===== config.mk =====
export PLATFORM = sky130hd
export DESIGN_NAME = hit_detector
export DESIGN_NICKNAME = d
export VERILOG_FILES = /design/src/rtl/hit_detector_pkg.sv /design/src/rtl/hit_detector_debouncer.sv /design/src/rtl/hit_detector.sv
export SDC_FILE = /design/constraint.sdc
export NUM_CORES = 1
export LEC_CHECK = 0
export BUFFER_PORTS_ARGS = -buffer_cell sky130_fd_sc_hd__buf_2
export CAP_MARGIN = 10
export CORE_MARGIN = 4
export CORE_UTILIZATION = 55
export CTS_CLUSTER_SIZE = 20
export DETAILED_ROUTE_END_ITERATION = 16
export PLACE_DENSITY = 0.76
export SKIP_LAST_GASP = 1
export SLEW_MARGIN = 20
export SYNTH_ARGS = -nofsm -noshare
export SYNTH_HDL_FRONTEND = slang
export SYNTH_HIERARCHICAL = 1
export SYNTH_SLANG_ARGS = --single-unit
export TNS_END_PERCENT = 10

===== constraint.sdc =====
create_clock -name clock -period 4.1 [get_ports clock]
set_input_delay 1.025 -clock clock [delete_from_list [all_inputs] [get_ports clock]]
set_output_delay 1.025 -clock clock [all_outputs]
set_load 0.02 [all_outputs]

===== src/rtl/hit_detector_pkg.sv =====
// hit_detector_pkg: shared types and defaults for the shooting-gallery hit
// detector.
//   state_t          - controller states IDLE / ARMED / DONE
//   DEF_*            - default parameter values
//   dbc_width()      - counter width able to hold 0..DEBOUNCE_CYCLES
package hit_detector_pkg;

    typedef enum logic [1:0] {
        ST_IDLE  = 2'd0,
        ST_ARMED = 2'd1,
        ST_DONE  = 2'd2
    } state_t;

    localparam int DEF_NUM_TARGETS     = 10;
    localparam int DEF_SEL_W           = 4;
    localparam int DEF_DEBOUNCE_CYCLES = 4;
    localparam int DEF_TIMEOUT_CYCLES  = 50000000;
    localparam int DEF_TIME_W          = 26;

    function automatic int dbc_width(input int cycles);
        return $clog2(cycles + 1);
    endfunction

endpackage


===== src/rtl/hit_detector_debouncer.sv =====
// sensor_debouncer: one photo-sensor channel (already synchronised, 0 = light).
// Counts consecutive low samples while enabled and raises o_fire
// combinationally on the sample that completes DEBOUNCE_CYCLES lows. After
// firing, the channel stays quiet until it has seen a high sample.
//   i_clk, i_rst_n - clock, async active-low reset
//   i_clear        - restart counting (new arm); overrides everything
//   i_enable       - count only while the detector is armed
//   i_sample       - synchronised sensor bit
//   o_fire         - qualifying low sample seen this cycle
module sensor_debouncer
    import hit_detector_pkg::*;
#(
    parameter int DEBOUNCE_CYCLES = DEF_DEBOUNCE_CYCLES
) (
    input  logic i_clk,
    input  logic i_rst_n,
    input  logic i_clear,
    input  logic i_enable,
    input  logic i_sample,
    output logic o_fire
);

    localparam int              CW   = dbc_width(DEBOUNCE_CYCLES);
    localparam logic [CW-1:0]   LAST = CW'(DEBOUNCE_CYCLES - 1);

    logic [CW-1:0] r_cnt;
    logic          r_fired;
    logic          w_last;

    // The counter holds the lows already seen; the current low sample is the
    // DEBOUNCE_CYCLES-th one when the count equals DEBOUNCE_CYCLES-1.
    assign w_last = (r_cnt == LAST);
    assign o_fire = i_enable & ~i_clear & ~i_sample & ~r_fired & w_last;

    always_ff @(posedge i_clk or negedge i_rst_n) begin
        if (!i_rst_n) begin
            r_cnt   <= '0;
            r_fired <= 1'b0;
        end else if (i_clear) begin
            r_cnt   <= '0;
            r_fired <= 1'b0;
        end else if (i_enable) begin
            if (i_sample) begin
                r_cnt   <= '0;
                r_fired <= 1'b0;
            end else if (!r_fired) begin
                if (w_last) begin
                    r_fired <= 1'b1;
                    r_cnt   <= '0;
                end else begin
                    r_cnt <= r_cnt + 1'b1;
                end
            end
        end
    end

endmodule


===== src/rtl/hit_detector.sv =====
// hit_detector: arms on one target of an NUM_TARGETS-wide active-low sensor
// array, debounces the selected sensor and reports a one-cycle hit or miss
// (timeout) with the reaction time in cycles.
//   clock, reset_n   - clock, async active-low reset
//   arm              - one-cycle arm request for target_active
//   target_active    - target index, ignored when >= NUM_TARGETS
//   photo_array      - raw asynchronous sensors, 0 = light detected
//   busy             - high while ARMED
//   hit_pulse        - one cycle on a debounced hit
//   miss_pulse       - one cycle on timeout
//   active_is_hit    - level, set by a hit, cleared by the next accepted arm
//   reaction_time    - cycles from arm acceptance to the qualifying sample
//   wrong_hit_pulse  - non-selected channel debounced low
// Optional macro HIT_DETECTOR_WRONG_TARGET_EN: per-channel debouncers and
// wrong_hit_pulse; without it only the selected channel is debounced and
// wrong_hit_pulse is tied 0.
module hit_detector
    import hit_detector_pkg::*;
#(
    parameter int NUM_TARGETS     = DEF_NUM_TARGETS,
    parameter int SEL_W           = DEF_SEL_W,
    parameter int DEBOUNCE_CYCLES = DEF_DEBOUNCE_CYCLES,
    parameter int TIMEOUT_CYCLES  = DEF_TIMEOUT_CYCLES,
    parameter int TIME_W          = DEF_TIME_W
) (
    input  logic                   clock,
    input  logic                   reset_n,
    input  logic                   arm,
    input  logic [SEL_W-1:0]       target_active,
    input  logic [NUM_TARGETS-1:0] photo_array,
    output logic                   busy,
    output logic                   hit_pulse,
    output logic                   miss_pulse,
    output logic                   active_is_hit,
    output logic [TIME_W-1:0]      reaction_time,
    output logic                   wrong_hit_pulse
);

    localparam logic [SEL_W:0]    LP_NUM = (SEL_W + 1)'(NUM_TARGETS);
    localparam logic [TIME_W-1:0] LP_TMO = TIME_W'(TIMEOUT_CYCLES);

    state_t                   r_state, w_state_nxt;
    logic [NUM_TARGETS-1:0]   r_sync1, r_sync2;
    logic [SEL_W-1:0]         r_sel;
    logic [TIME_W-1:0]        r_timer;
    logic [TIME_W-1:0]        r_reaction;
    logic                     r_hit_pulse, r_miss_pulse, r_active_hit;

    logic                     w_arm_ok, w_armed, w_sel_fire, w_hit, w_timeout;
    logic [TIME_W-1:0]        w_timer_inc;

    // Sensors idle high, so the synchroniser resets to all ones.
    always_ff @(posedge clock or negedge reset_n) begin
        if (!reset_n) begin
            r_sync1 <= '1;
            r_sync2 <= '1;
        end else begin
            r_sync1 <= photo_array;
            r_sync2 <= r_sync1;
        end
    end

    // A valid arm is accepted in every state and outranks hit/timeout.
    assign w_arm_ok    = arm & ({1'b0, target_active} < LP_NUM);
    assign w_armed     = (r_state == ST_ARMED);
    assign w_timer_inc = r_timer + 1'b1;
    // Debouncer fire is already masked by the arm clear.
    assign w_hit       = w_armed & w_sel_fire;
    assign w_timeout   = w_armed & ~w_arm_ok & (w_timer_inc == LP_TMO);

`ifdef HIT_DETECTOR_WRONG_TARGET_EN
    logic [NUM_TARGETS-1:0] w_fire;
    logic [NUM_TARGETS-1:0] w_sel_mask;
    logic                   r_wrong_hit;

    for (genvar g = 0; g < NUM_TARGETS; g++) begin : g_dbc
        sensor_debouncer #(
            .DEBOUNCE_CYCLES (DEBOUNCE_CYCLES)
        ) u_dbc (
            .i_clk    (clock),
            .i_rst_n  (reset_n),
            .i_clear  (w_arm_ok),
            .i_enable (w_armed),
            .i_sample (r_sync2[g]),
            .o_fire   (w_fire[g])
        );
    end

    assign w_sel_mask = {{(NUM_TARGETS-1){1'b0}}, 1'b1} << r_sel;
    assign w_sel_fire = |(w_fire & w_sel_mask);

    always_ff @(posedge clock or negedge reset_n) begin
        if (!reset_n) r_wrong_hit <= 1'b0;
        else          r_wrong_hit <= |(w_fire & ~w_sel_mask);
    end
    assign wrong_hit_pulse = r_wrong_hit;
`else
    sensor_debouncer #(
        .DEBOUNCE_CYCLES (DEBOUNCE_CYCLES)
    ) u_dbc (
        .i_clk    (clock),
        .i_rst_n  (reset_n),
        .i_clear  (w_arm_ok),
        .i_enable (w_armed),
        .i_sample (r_sync2[r_sel]),
        .o_fire   (w_sel_fire)
    );
    assign wrong_hit_pulse = 1'b0;
`endif

    always_ff @(posedge clock or negedge reset_n) begin
        if (!reset_n) r_state <= ST_IDLE;
        else          r_state <= w_state_nxt;
    end

    always_comb begin
        w_state_nxt = r_state;
        unique case (r_state)
            ST_IDLE:  if (w_arm_ok) w_state_nxt = ST_ARMED;
            ST_ARMED: begin
                if (w_arm_ok)                w_state_nxt = ST_ARMED;
                else if (w_hit || w_timeout) w_state_nxt = ST_DONE;
            end
            ST_DONE:  w_state_nxt = w_arm_ok ? ST_ARMED : ST_IDLE;
            default:  w_state_nxt = ST_IDLE;
        endcase
    end

    always_ff @(posedge clock or negedge reset_n) begin
        if (!reset_n) begin
            r_sel        <= '0;
            r_timer      <= '0;
            r_reaction   <= '0;
            r_hit_pulse  <= 1'b0;
            r_miss_pulse <= 1'b0;
            r_active_hit <= 1'b0;
        end else begin
            r_hit_pulse  <= w_hit;
            // Hit wins a same-cycle race with the timeout.
            r_miss_pulse <= w_timeout & ~w_hit;
            if (w_arm_ok) begin
                r_sel        <= target_active;
                r_timer      <= '0;
                r_reaction   <= '0;
                r_active_hit <= 1'b0;
            end else if (w_armed) begin
                // Leaving ARMED at TIMEOUT_CYCLES freezes the timer, so no wrap.
                r_timer <= w_timer_inc;
                if (w_hit) begin
                    r_active_hit <= 1'b1;
                    r_reaction   <= w_timer_inc;
                end
            end
        end
    end

    assign busy          = w_armed;
    assign hit_pulse     = r_hit_pulse;
    assign miss_pulse    = r_miss_pulse;
    assign active_is_hit = r_active_hit;
    assign reaction_time = r_reaction;

endmodule

# --- Word level (Yosys, flattened, before mapping) ---
# Cells that the tools add are included.
word_totals:
  in_bits: 17
  ff_bits: 85
  word_cells: 66
  output_inout_bits: 31
op_classes:
  n_eq_ne: 7
  magnitude_cmp: 2
  reduce_logical: 7
  mux: 25
  addsub: 2
  n_bitwise: 12
op_table:
  columns: ["operator", "n"]
  rows:
  - ["$mux W26", 5]
  - ["$add A26 B1 Y26 const B", 1]
  - ["$eq A26 B26 Y1 const B", 1]
  - ["$mux W3", 5]
  - ["$mux W1", 10]
  - ["$and A1 B1 Y1", 8]
  - ["$mux W2", 3]
  - ["$pmux W2 S3", 1]
  - ["$reduce_and A2 Y1", 3]
  - ["$lt A4 B5 Y1 const B", 1]
  - ["$bmux W1 S4", 1]
  - ["$lt A4 B4 Y1 const B", 1]
  - ["$not A1 Y1", 4]
  - ["$reduce_bool A2 Y1", 2]
  - ["$add A3 B1 Y3 const B", 1]
  - ["$eq A3 B2 Y1 const B", 1]
  - ["$ne A3 B1 Y1 const B", 1]
  - ["$ne A3 B2 Y1 const B", 1]
  - ["$eq A2 B1 Y1 const B", 1]
  - ["$eq A2 B2 Y1 const B", 1]
  - ["$logic_not A2 Y1", 1]
  - ["$ne A2 B1 Y1 const B", 1]
  - ["$logic_or A1 B1 Y1", 1]

# --- Longest topological paths before layout ---
# Gate-level depths: netlist of the first run.
depth:
  word_depth: 12
  ltp_mapped: 11

# --- By module ---
# The synthesis of the first run kept the hierarchy.
modules_own_cells:
  columns: ["mod", "instances", "area_each_um2", "seq_area_each_um2", "cells_each"]
  rows:
  - ["hit_detector", 1, 3926.3, 2052.0, 389]
  - ["sensor_debouncer", 1, 229.0, 100.1, 20]

# --- Worst setup path after synthesis of the first run ---
# OpenSTA, ideal clock, no wires.
synth_timing:
  path_type: "input -> register"
  startpoint: "input target_active[2]"
  endpoint: "register r_reaction[10] (netlist: reaction_time[10])"
  path_buffers: 5
  path_slack_ns: 0.857
  t_arrival_ns: 3.101
  setup_ns: 0.142
  stages: 11
  cell_sequence: "o21ai_0 > and2_1 > clkbuf_1 > clkbuf_1 > buf_1 > nor3b_1 > nand2_1 > inv_1 > clkbuf_1 > buf_1 > a211oi_1"
synth_between:
  elab_chain_cells: 10
synth_lines:
  columns: ["item", "line", "text"]
  rows:
  - ["start: declaration", "hit_detector.sv:29", "input logic [SEL_W-1:0] target_active,"]
  - ["$lt A4 B4 Y1", "hit_detector.sv:64", "assign w_arm_ok = arm & ({1'b0, target_active} < LP_NUM);"]
  - ["$and A1 B1 Y1", "hit_detector.sv:64", null]
  - ["named net w_arm_ok", "hit_detector.sv:49", "logic w_arm_ok, w_armed, w_sel_fire, w_hit, w_timeout;"]
  - ["$not A1 Y1", "hit_detector_debouncer.sv:33", "assign o_fire = i_enable & ~i_clear & ~i_sample & ~r_fired & w_last;"]
  - ["$and A1 B1 Y1 (4 in series)", "hit_detector_debouncer.sv:33", null]
  - ["named net w_sel_fire", "hit_detector.sv:49", null]
  - ["$and A1 B1 Y1", "hit_detector.sv:68", "assign w_hit = w_armed & w_sel_fire;"]
  - ["$reduce_bool A2 Y1 (no source line)", null, null]
  - ["$reduce_and A2 Y1 (no source line)", null, null]
  - ["end signal: assignment", "hit_detector.sv:151", "r_reaction <= w_timer_inc;"]
  - ["end: declaration", "hit_detector.sv:46", "logic [TIME_W-1:0] r_reaction;"]
# The timed path passes the listed nets, and every way through them passes these cells.
# A chain may end at the register's enable or synchronous reset.

# --- Worst setup path in the final report of the first run ---
layout_timing:
  startpoint: "register r_sel[0]"
  endpoint: "register r_reaction[17] (netlist: reaction_time[17])"
layout_between:
  elab_chain_cells: 9
layout_lines:
  columns: ["item", "line", "text"]
  rows:
  - ["start: declaration", "hit_detector.sv:44", "logic [SEL_W-1:0] r_sel;"]
  - ["start signal: assignment", "hit_detector.sv:142", "r_sel <= target_active;"]
  - ["$bmux W1 S4", "hit_detector.sv:105", ".i_sample (r_sync2[r_sel]),"]
  - ["$mux W1 (implied by the code)", "hit_detector.sv:105", null]
  - ["$not A1 Y1", "hit_detector_debouncer.sv:33", null]
  - ["$and A1 B1 Y1 (3 in series)", "hit_detector_debouncer.sv:33", null]
  - ["named net w_sel_fire", "hit_detector.sv:49", null]
  - ["$and A1 B1 Y1", "hit_detector.sv:68", null]
  - ["$reduce_bool A2 Y1 (no source line)", null, null]
  - ["$reduce_and A2 Y1 (no source line)", null, null]
# The timed path passes the listed nets, and every way through them passes these cells. The select of a mux whose other input is x is not followed.

==> impl_metrics.ini, run 1 <==
[timing]
slew_violations = 0
timing.slew.headroom = 0.3597
final.period_utilization = 0.7670
rsz0062_at_grt = false
skew_ns = 0.01046
setup_viol = 0
tightest_slew_ns = 0.9516
finalCriticalPeriod_ns = 3.145
max_freq_mhz = 318.0
hold_viol_final = 0
setup_tns_ns = 0

[power_and_ir_drop]
leakage_nw = 1.951
clkPwrFrac = 0.288
switching_share = 0.3274
power_switching_w = 0.0006717
p_per_area_nw_per_um2 = 446.2
pwr-share-comb = 0.215
ir_drop_mv = 0.2818
p_int_w = 0.001380
p_seq_frac = 0.497
p_total_w = 0.002052

[routing]
route.met3.wl_um = 364
wire_per_inst_um = 14.85
drt_wl_total_um = 8065
vias_per_cell = 5.558
highest_layer = met4
vias = 3018
drt-met1-wl_um = 3703
wl_met2_um = 3818
drc = 0
drt-initial-drc-count = 143
ant_nets = 0
drt_pass1_iterations = 4

[synth]
ys.warnings.count = 6
seq_area_frac_synth = 0.5179
yosys.area_share.simple = 0.2141
muxShareOfSynthArea = 0.02891
syn_area_per_cell_um2 = 10.16
synth-xor-area-share = 0.08853
synth-edff-count = 0
synth_top_family_by_area = simple AND/OR/NAND/NOR gates
postSynthCellCount = 409
yosys_register_bits = 85
async_flop_share = 1.000
synth_compound_area_frac = 0.09967
synth_cell_types = 53
postSynthNetCount = 429
synth_fa_ha_area_frac = 0.009033
ys_dominant_reg_cell = dfrtp_1
syn_area_um2 = 4155

[clock_tree]
htreeDepth = 3
post_cts_buffers = 0
root_buffer = clkbuf_8
clk_latency_ns = 0.36
post_cts_resized = 0
clk_path_buf_depth = 2
tritoncts = done
hold_buffers = 0
numCtsBuffers = 9
clock-sinks = 85
path_clk_slew_ns = 0.09

[grt]
antenna_found_initial = 0
track_usage = 0.2014
grt_first_pass_wirelength_um = 14100
grt_max_degree = 86
first_global_vias = 2903
grt-ovfl-total = 0

[floorplanning]
rows = 31
io_pins = 48
start_util = 0.5698
fp.dieW_um = 94.92
core-area_um2 = 7292
die_area_um2 = 9010
die_y_um = 94.92

[placement]
io_buffers = 46
hpwl_um = 5477
dp.cells = 527
place.gp.congestion = 0.8835

[cells_and_area]
final_cell_mix = 65 x nor2_1, 65 x dfrtp_1, 45 x buf_2, 34 x nand2_1, 24 x xor2_1
syn_to_final_growth_pct = 10.66
fin_util = 0.6306
fin_nets = 459
layoutNonFillerInstCount = 543
drive_gt1_frac = 0.2297
nFillCells = 621
diodes = 0

[worst_setup_path]
cp-start-kind = flip-flop
cp.required_ns = 4.35
path_max_fanout = 24
critPathKind = reg -> reg
cp_data_arrival_time_ns = 3.40
worstSetupEndpointType = flip-flop

[outcome]
status = complete, no violations

[worst_hold_path]
hold_class = reg -> reg

[job]
maxCapViolCount = 0
## worst paths after layout
kind	endpoint	start	depth (start not counted)	slack, ns
hold reg to reg	r_sync2[1]	r_sync1[1]	0	0.36
min in group asynchronous	reaction_time[5]	reset_n	1	0.69
setup / recovery	reaction_time[17]	r_sel[0]	10	0.96
setup reg to reg	reaction_time[17]	r_sel[0]	10	0.96
hold / removal	r_sync2[1]	r_sync1[1]	0	0.36
max in group asynchronous	reaction_time[14]	reset_n	1	2.89
## state kept, by name, summed over array words and instances, names as in the netlist, 2 cells and up
name	cells
r_timer	26
reaction_time	26
r_sync1	10
r_sync2	10
r_sel	4
u_dbc/r_cnt	3
r_state	2
## stage by stage
stage,instance area (µm²),worst slack (ns),hold WS [ns]
3_3_place_gp,4395,1.184,0.3456
4_1_cts,4594,0.9442,0.3595
2_1_floorplan,4155,0.8575,0.3452
5_1_grt,4598,0.6160,0.3659
3_5_place_dp,4395,1.010,0.3468
6_report,4598,0.9554,0.3585
## cell type report
type / count / area, µm² / area share
Inverter: 6 / 22.52 / 0.004898
Tap cell: 99 / 123.9 / 0.02694
Sequential cell: 85 / 2152 / 0.4680
Timing Repair Buffer: 50 / 266.5 / 0.05796
Clock inverter: 5 / 46.29 / 0.01007
Clock buffer: 11 / 152.6 / 0.03320
Multi-Input combinational cell: 287 / 1834 / 0.3989
## cell families (layout without fill, tap and decap cells)
family | count (synthesis) | count (layout)
flops | 85 | 85
other cells | 1 | 1
mux | 9 | 9
buf+inv | 37 | 72
fa+ha+maj | 3 | 3
xor+xnor | 42 | 42
simple gates | 174 | 174
compound gates | 58 | 58
## synthesized netlist by cell type (all sizes together) (8+ instances only)
cell	instances	area, µm²
nor3	10	55.05
o21ai	9	45.04
or3	8	50.05
xnor2	18	157.7
a21oi	12	60.06
nand3	15	85.08
dfrtp	65	1627
a211oi	23	172.7
xor2	24	210.2
dfstp	20	525.5
nand2	35	133.9
nand4	8	65.06
clkbuf	13	48.80
buf	18	98.85
nor2	66	255.2
## power by group through the flow
stage	registers [W]	logic, W	clock network (W)
3_5_place_dp	0.00104	0.000448	0
5_1_grt	0.00103	0.000499	0.000645
4_1_cts	0.00102	0.000449	0.000601
3_3_place_gp	0.00103	0.000436	0
2_1_floorplan	0.00107	0.000265	0
6_report	0.00102	0.000441	0.000591
## worst max-delay path, stage by stage, from the launching register on
cell	delay [ns]
dfrtp_1	0.45
mux4_2	0.52
mux2i_1	0.13
o21ai_0	0.17
or3b_1	0.46
nor3b_1	0.36
nand2_1	0.24
inv_1	0.12
buf_4	0.26
nor2_1	0.07
a311oi_1	0.27
## layer usage
metal	vias to the layer above	global-route usage
met4	0	0.08293
met2	69	0.3089
met1	1456	0.2815
li1	1476	-
met3	17	0.03825
met5	-	0
Power figures use the tool's default switching activity.
==> inputs of run 2 (changes only) <==
Clock period 4.1 ns to 3.2 ns, I/O delays scaled along.
==> run 2 against run 1 <==
Setup slack worse by 0.58 ns. Total power increased by 28%. Core utilization up 0.72 points. Critical path depth stayed put. Clock power grew 27%. Worst hold slack better by 0.0014 ns. Largest cell class unchanged.
==> impl_metrics.ini, run 2 (synthesis gave the netlist of run 1 again) <==
[routing]
drt_pass1_iterations = 5
vias = 3034
ant_nets = 0
vias_per_cell = 5.526
drt-initial-drc-count = 159
drt_wl_total_um = 8105
wire_per_inst_um = 14.76
drc = 0

[worst_setup_path]
rr_endpoint = reaction_time[6]
cp.required_ns = 3.46
critPathKind = reg -> reg
cp-start-kind = flip-flop
r2r_setup_slack_ns = 0.38
path_max_fanout = 25
worstSetupEndpointType = flip-flop
critPathSlowestCell = mux4_2
max_stage_delay_ns = 0.52
path_cells = mux4_2 -> mux2i_1 -> o21ai_0 -> or3b_1 -> nor3b_2 -> nand2_1 -> inv_1 -> buf_4 -> nor2_1 -> a211oi_1
reg2reg_depth = 10
cp_data_arrival_time_ns = 3.09
r2r-start = r_sel[0]

[floorplanning]
io_pins = 48
core-area_um2 = 7292
die_y_um = 94.92
start_util = 0.5698
die_area_um2 = 9010
fp.dieW_um = 94.92
rows = 31

[cells_and_area]
final_cell_mix = 65 x nor2_1, 65 x dfrtp_1, 45 x buf_2, 34 x nand2_1, 24 x xor2_1
syn_to_final_growth_pct = 11.92
nFillCells = 623
fin_nets = 465
diodes = 0
drive_gt1_frac = 0.2444
layoutNonFillerInstCount = 549

[clock_tree]
numCtsBuffers = 9
clock-sinks = 85
path_clk_slew_ns = 0.10
clk_path_buf_depth = 2
root_buffer = clkbuf_8
htreeDepth = 3
clk_latency_ns = 0.37
tritoncts = done
hold_buffers = 0

[timing]
slew_violations = 0
finalCriticalPeriod_ns = 2.824
hold_viol_final = 0
setup_viol = 0
max_freq_mhz = 354.1
skew_ns = 0.01020
setup_tns_ns = 0
rsz0062_at_grt = false
tightest_slew_ns = 0.7383
final.period_utilization = 0.8825
timing.slew.headroom = 0.5078

[grt]
first_global_vias = 2994
track_usage = 0.2069
grt_max_degree = 86
grt-ovfl-total = 0
antenna_found_initial = 0
grt_first_pass_wirelength_um = 14320

[worst_hold_path]
whs_path_depth = 0
hold_class = reg -> reg
min_delay_worst_endpoint = r_sync2[9]
worstHoldStart = r_sync1[9]

[job]
maxCapViolCount = 0

[power_and_ir_drop]
p_per_area_nw_per_um2 = 565.9
ir_drop_mv = 0.3492
leakage_nw = 1.979
p_total_w = 0.002632

[outcome]
status = complete, no violations

[placement]
io_buffers = 46
dp.cells = 533
hpwl_um = 5425
place.gp.congestion = 0.8743
==> run 2: changes by cell type in the layout (fill, tap and decap cells not counted) <==
| cell | previous run | this run |
|---|---|---|
| nor3b_2 | 0 | 1 |
| inv_6 | 3 | 2 |
| clkbuf_16 | 1 | 0 |
| buf_4 | 4 | 10 |
| nor3b_1 | 1 | 0 |
| clkinvlp_4 | 0 | 1 |
| clkbuf_1 | 1 | 0 |
| clkinv_8 | 0 | 2 |
==> run 2: final cells by class <==
| type | count | area (µm²) | area share |
|---|---|---|---|
| flip-flops and latches | 85 | 2152 | 0.4627 |
| clock inverters | 7 | 77.57 | 0.01668 |
| repair buffers | 56 | 311.5 | 0.06699 |
| multi-input cells | 287 | 1839 | 0.3955 |
| well taps | 99 | 123.9 | 0.02663 |
| inverters | 6 | 22.52 | 0.004843 |
| clock buffers | 9 | 123.9 | 0.02663 |
==> run 2: what timing repair did <==
action	4_1_cts	5_1_grt
gates resized for setup	0	1
setup buffers	0	0
setup endpoints to repair	0	7
==> run 2: where the power goes <==
group / internal (W) / total [W] / switching (W) / leakage, nW
logic: 0.000230 / 0.000575 / 0.000346 / 0.786
registers: 0.00120 / 0.00131 / 0.000106 / 1.10
clock network: 0.000307 / 0.000748 / 0.000441 / 0.0979
==> run 2: metal layers <==
layer / wire, µm / track usage / up-vias
met4: 159 / 0.1058 / 0
met3: 467 / 0.04622 / 14
met1: 3692 / 0.2857 / 1444
met2: 3785 / 0.3059 / 89
met5: 0 / 0 / -
li1: - / - / 1487
==> run 2: worst max path at each step <==
stage	start	to	slack (ns)	depth (start not counted)
after floorplan	target_active[2]	reaction_time[10]	0.18	11
after global placement	r_sel[0]	reaction_time[17]	0.41	10
after detailed placement	r_sel[0]	reaction_time[6]	0.26	10
after CTS	r_sel[0]	reaction_time[6]	0.21	10
after global routing	r_sel[0]	reaction_time[10]	0.07	10
final	r_sel[0]	reaction_time[6]	0.38	10
==> run 2: worst max-delay path, delay by kind of cell, from the launching register on <==
family          cells  cell delay, ns
flops               1            0.45
simple gates        4            0.87
buf+inv             2            0.34
mux                 2            0.64
compound gates      2            0.42
==> run 2: stage by stage <==
| stage | worst slack (ns) | hold slack, ns | utilization | instance area (µm²) |
|---|---|---|---|---|
| floorplan | 0.1825 | 0.3452 | - | 4155 |
| global placement | 0.4095 | 0.3460 | 0.6090 | 4441 |
| detailed placement | 0.2582 | 0.3468 | 0.6090 | 4441 |
| CTS | 0.2141 | 0.3609 | 0.6366 | 4642 |
| global route | 0.07232 | 0.3639 | 0.6378 | 4651 |
| finish | 0.3759 | 0.3599 | 0.6378 | 4651 |
